**src/rtl/xgmii_loopback_chan.sv**
```systemverilog
// XGMII loopback channel: programmable delay line between MAC TX and RX with
// one-shot byte-error injection, local-fault override and frame-start counting.
module xgmii_loopback_chan #(
    parameter int unsigned DATA_W = 64,
    parameter int unsigned DEPTH  = 16,
    parameter int unsigned CNT_W  = 16,
    localparam int unsigned LANES = DATA_W / 8,
    localparam int unsigned DW    = $clog2(DEPTH),
    localparam int unsigned LW    = $clog2(LANES)
) (
    input  logic              clk_xgmii,
    input  logic              reset_xgmii_n,
    input  logic [DATA_W-1:0] xgmii_txd,
    input  logic [LANES-1:0]  xgmii_txc,
    output logic [DATA_W-1:0] xgmii_rxd,
    output logic [LANES-1:0]  xgmii_rxc,
    input  logic [DW-1:0]     cfg_delay,
    input  logic              cfg_fault_en,
    input  logic              inj_req,
    input  logic [LW-1:0]     inj_lane,
    input  logic [7:0]        inj_mask,
    output logic              inj_busy,
    output logic [CNT_W-1:0]  frame_cnt
);

    localparam logic [DATA_W-1:0] IdleData = {LANES{8'h07}};
    localparam logic [LANES-1:0]  IdleCtrl = {LANES{1'b1}};
    localparam logic [DATA_W-1:0] LfData   = {(DATA_W / 32){32'h0100_009C}};
    localparam logic [LANES-1:0]  LfCtrl   = {(DATA_W / 32){4'b0001}};

    typedef enum logic [1:0] {StIdle, StArmed, StHit} inj_state_e;

    inj_state_e        inj_state_q, inj_state_d;
    logic [LW-1:0]     lane_q, lane_d;
    logic [7:0]        mask_q, mask_d;
    logic [DATA_W-1:0] data_q [DEPTH];
    logic [DATA_W-1:0] data_d [DEPTH];
    logic [LANES-1:0]  ctrl_q [DEPTH];
    logic [LANES-1:0]  ctrl_d [DEPTH];
    logic [DATA_W-1:0] rxd_q, rxd_d;
    logic [LANES-1:0]  rxc_q, rxc_d;
    logic [CNT_W-1:0]  cnt_q, cnt_d;
    logic [DATA_W-1:0] in_data;
    logic [DATA_W-1:0] sel_data;
    logic [LANES-1:0]  sel_ctrl;
    logic              sel_start;

    // Injection FSM; the start word that triggers is passed through untouched,
    // the word after it gets the corrupted byte.
    always_comb begin
        inj_state_d = inj_state_q;
        lane_d      = lane_q;
        mask_d      = mask_q;
        in_data     = xgmii_txd;
        unique case (inj_state_q)
            StIdle: begin
                if (inj_req) begin
                    inj_state_d = StArmed;
                    lane_d      = inj_lane;
                    mask_d      = inj_mask;
                end
            end
            StArmed: begin
                if (xgmii_txc[0] && (xgmii_txd[7:0] == 8'hFB)) begin
                    inj_state_d = StHit;
                end
            end
            StHit: begin
                in_data[{lane_q, 3'b000} +: 8] = xgmii_txd[{lane_q, 3'b000} +: 8] ^ mask_q;
                inj_state_d = StIdle;
            end
            default: inj_state_d = StIdle;
        endcase
    end

    always_comb begin
        data_d[0] = in_data;
        ctrl_d[0] = xgmii_txc;
        for (int i = 1; i < DEPTH; i++) begin
            data_d[i] = data_q[i-1];
            ctrl_d[i] = ctrl_q[i-1];
        end
    end

    // Output tap, fault override and frame-start counting on the loaded word.
    always_comb begin
        sel_data  = data_q[cfg_delay];
        sel_ctrl  = ctrl_q[cfg_delay];
        sel_start = 1'b0;
        for (int k = 0; k < LANES; k += 4) begin
            if (sel_ctrl[k] && (sel_data[8*k +: 8] == 8'hFB)) begin
                sel_start = 1'b1;
            end
        end
        rxd_d = cfg_fault_en ? LfData : sel_data;
        rxc_d = cfg_fault_en ? LfCtrl : sel_ctrl;
        cnt_d = cnt_q;
        if (!cfg_fault_en && sel_start && (cnt_q != {CNT_W{1'b1}})) begin
            cnt_d = cnt_q + CNT_W'(1);
        end
    end

    always_ff @(posedge clk_xgmii) begin
        if (!reset_xgmii_n) begin
            inj_state_q <= StIdle;
            lane_q      <= '0;
            mask_q      <= '0;
            for (int i = 0; i < DEPTH; i++) begin
                data_q[i] <= IdleData;
                ctrl_q[i] <= IdleCtrl;
            end
            rxd_q <= IdleData;
            rxc_q <= IdleCtrl;
            cnt_q <= '0;
        end else begin
            inj_state_q <= inj_state_d;
            lane_q      <= lane_d;
            mask_q      <= mask_d;
            data_q      <= data_d;
            ctrl_q      <= ctrl_d;
            rxd_q       <= rxd_d;
            rxc_q       <= rxc_d;
            cnt_q       <= cnt_d;
        end
    end

    assign xgmii_rxd = rxd_q;
    assign xgmii_rxc = rxc_q;
    assign inj_busy  = (inj_state_q != StIdle);
    assign frame_cnt = cnt_q;

endmodule

```
**config.mk**
```make
export PLATFORM = sky130hd
export DESIGN_NAME = xgmii_loopback_chan
export DESIGN_NICKNAME = d
export VERILOG_FILES = /design/src/rtl/xgmii_loopback_chan.sv
export SDC_FILE = /design/constraint.sdc
export NUM_CORES = 2
export LEC_CHECK = 0
export CAP_MARGIN = 25
export CORE_MARGIN = 2
export CORE_UTILIZATION = 56
export DETAILED_ROUTE_END_ITERATION = 10
export PLACE_DENSITY = 0.74
export SLEW_MARGIN = 20
export SYNTH_ARGS = -nofsm -noshare
export SYNTH_HDL_FRONTEND = slang
export SYNTH_SLANG_ARGS = --single-unit
```
**constraint.sdc**
```tcl
create_clock -name clk_xgmii -period 5.8 [get_ports clk_xgmii]
set_input_delay 0.87 -clock clk_xgmii [delete_from_list [all_inputs] [get_ports clk_xgmii]]
set_output_delay 0.87 -clock clk_xgmii [all_outputs]
set_load 0.01 [all_outputs]
```
==> key figures <==
Global route
  • Antenna violations before repair: 3
  • Tot GR Track Use: 0.225
  • First-pass GRT wire length: 146000 um
  • Vias in the first global route: 26300
  • Largest net degree at the start of global routing: 322
  • Grt ovf: 0

Timing
  • Max frequency: 0.262 GHz
  • Worst rel slew slack: 0.314
  • RSZ-0062 raised after global routing: no
  • # setup viols final: 0
  • Worst Clk Skew: 0.0298 ns
  • Setup Total Neg Slack: 0 ns
  • Max-slew violations: 0
  • Hold Vio Cnt, Final: 0
  • Measured slew at the worst slew-check pin: 1.03 ns
  • Final Worst Setup Slack: 1.98 ns
  • Tcrit/Tclk final: 0.659
  • Crit path time final: 3.82 ns

Worst hold path
  • Worst Hold Launch: data_d[40]
  • Worst min path class: reg2reg
  • Hold Path Stages: 1
  • Hold endpoint: data_q[40]

Floorplan
  • Full die area: 0.0808 mm2
  • Core Area: 0.0776 mm2
  • Die X: 284 um
  • Cell Rows: 102
  • Starting Density: 0.567
  • Ports: 180
  • Die height: 284 um

Setup path
  • Worst Path Max Fanout: 89
  • Startpoint types: input port
  • CP arrival: 4.36 ns
  • Reg2Reg Capture Point: data_d[917]
  • R2R Setup Slk: 2.18 ns
  • Setup CP Type: in2reg
  • Crit path required time: 6.34 ns
  • Critical Path Sink Type: flip-flop
  • Worst R2R Start: lane_q[1]
  • Worst R2R Path Depth: 8

Place
  • Placed Cells: 4453
  • Final HPWL DP: 57700 um
  • Pre-CTS WS: 1.30 ns
  • Buffers on Ports: 179
  • Final GP Congestion: 0.890

Final layout
  • Layout Utilization: 0.649
  • Area grow syn2layout: 14.5%
  • Post-route insts no fill: 4674
  • Ant diodes: 0
  • Area occupied by multi-input gates: 0.0177 mm2
  • Fraction of layout instances using a drive strength above 1: 0.163
  • Nets: 3628
  • Filler cells: 5714
  • Register area: 0.0251 mm2

Drt
  • Routed WL: 90000 um
  • Vias: 25200
  • Initial DRC Count: 1988
  • Detailed Routing Iterations Pass 1: 5
  • Remaining antenna violation count: 0
  • Vias per inst: 5.39
  • DRC: 0
  • WL/cell: 19.3 um

Power
  • Overall power: 17300 uW
  • Leakage: 0.0189 uW
  • Pwr Density: 343 mW/mm2
  • Worst IR Drop VDD: 0.000257 V

Logic synthesis
  • Dominant cell by count in the synthesized netlist: dfxtp_1
  • Unique masters post-synth: 58
  • Warnings from Yosys: 0
  • Primary FF master, synth: dfxtp_1
  • Top cells by count, synth: dfxtp_1, and2_1, nand2b_1
  • Yosys top cell area share: 0.571
  • #FFs+latches synth: 1253
  • EDFF count, synth: 0
  • Largest cells by area after synthesis: dfxtp_1, mux4_2, and2_1
  • Register area share after synthesis: 0.571
  • Async set-reset flop share out of synthesis: 0
  • Leading area contributor after synthesis: dfxtp_1
  • Mapped cell area: 0.0440 mm2
  • Syn avg cell area: 12.8 um2
  • Synthesized instance count: 3446
  • Syn Nets: 3540

Clock tree
  • Post_cts resized: 0
  • Worst-Skew Late Latency: 0.69 ns
  • # H-tree levels: 3
  • Cts bufs inserted: 118
  • Clk pin slew, worst setup/hold paths: 0.06 ns
  • Clk sinks: 1253
  • TritonCTS clock tree: done
  • Clk Tree Root Cell: clkbuf_16
  • Post-CTS setup buffers: 0
  • Cts hold-fix bufs: 0
  • Clock tree buffer depth: 3

Run status
  • Run status: complete, no violations

Run
  • Max-Cap Viols: 0
==> layout make-up <==
class	instances	share of cell area
Clock buffer	179	0.0701
Clock inverter	41	0.00952
Inverter	40	0.00303
Multi-Input combinational cell	1913	0.352
Sequential cell	1253	0.498
Tap cell	1040	0.0258
Timing Repair Buffer	208	0.0414
==> cell usage in the layout (no fill, tap or decap), types with 3 or more instances in the layout <==
| cell type | Yosys | final |
|---|---|---|
| inv_16 | 0 | 3 |
| xor2_1 | 3 | 3 |
| o211ai_1 | 17 | 17 |
| xnor2_1 | 6 | 6 |
| o21ai_0 | 40 | 40 |
| clkinvlp_4 | 0 | 4 |
| a21o_1 | 3 | 3 |
| nor2_1 | 71 | 70 |
| clkinv_2 | 0 | 23 |
| buf_12 | 0 | 3 |
| clkdlybuf4s50_1 | 0 | 175 |
| a221oi_1 | 6 | 6 |
| clkbuf_8 | 0 | 35 |
| nand4_1 | 10 | 10 |
| nand2b_1 | 501 | 501 |
| mux4_1 | 4 | 4 |
| a22oi_1 | 14 | 14 |
| and3_1 | 6 | 6 |
| or3_1 | 4 | 4 |
| mux2_2 | 8 | 8 |
| buf_8 | 1 | 3 |
| buf_4 | 5 | 25 |
| bufinv_16 | 0 | 6 |
| clkbuf_16 | 0 | 118 |
| mux2i_1 | 78 | 78 |
| ha_1 | 3 | 3 |
| nand2_1 | 87 | 87 |
| a21oi_1 | 19 | 19 |
| nor2b_1 | 4 | 4 |
| and2_1 | 636 | 636 |
| nand3_1 | 12 | 12 |
| inv_1 | 38 | 37 |
| clkbuf_1 | 188 | 26 |
| mux4_2 | 347 | 347 |
| dfxtp_1 | 1253 | 1253 |
| nor3_1 | 4 | 4 |
==> registers in the layout (all words and copies together), names as in the netlist <==
register     cells
ctrl_d         120
ctrl_q           8
data_d         960
data_q          64
frame_cnt       16
inj_state_q      2
lane_q           3
mask_q           8
xgmii_rxc        8
xgmii_rxd       64
==> layer usage <==
metal  part of all wire  vias to the layer above  global-route usage
met5                  0                        -                   0
met4              0.019                        0              0.0597
met3              0.069                      115              0.0555
met2               0.46                      611               0.348
met1               0.46                    12600               0.319
li1                   -                    11800                   -
==> logic make-up after synthesis <==
| family | share of synthesized area |
|---|---|
| fa+ha+maj | 0.000854 |
| mux | 0.200 |
| xor+xnor | 0.00179 |
| compound gates | 0.0173 |
| buf+inv | 0.0264 |
| flops | 0.571 |
| simple gates | 0.183 |
==> worst max-delay path by stage <==
stage	startpoint	end	slack [ns]
after floorplan	cfg_delay[0]	xgmii_rxd[11]	2.53
after global placement	cfg_delay[0]	frame_cnt[1]	1.36
after detailed placement	cfg_delay[0]	frame_cnt[1]	1.30
after CTS	cfg_delay[0]	frame_cnt[1]	1.99
after global routing	cfg_delay[0]	frame_cnt[1]	1.76
final	cfg_delay[1]	frame_cnt[1]	1.98
==> worst max-delay path: stages <==
cell and delay, ns:
buf_8 0.54, buf_4 0.58, mux4_2 0.31, mux2i_1 0.07
o32ai_1 0.40, and3_1 0.27, and4_1 0.42, o21a_1 0.49
mux2i_1 0.27, nor2_1 0.06
==> metrics by stage <==
| step | cell area (um2) | hold WS (ns) |
|---|---|---|
| after floorplan | 44000 | 0.402 |
| after global placement | 46300 | 0.409 |
| after detailed placement | 46300 | 0.415 |
| after CTS | 50300 | 0.424 |
| after global routing | 50400 | 0.437 |
| final | 50400 | 0.422 |
==> power breakdown <==
| part | switching (uW) | internal, uW |
|---|---|---|
| logic | 443 | 329 |
| registers | 61.5 | 8710 |
| clock network | 3250 | 4490 |
No activity file was read; power rests on OpenSTA's default activity.
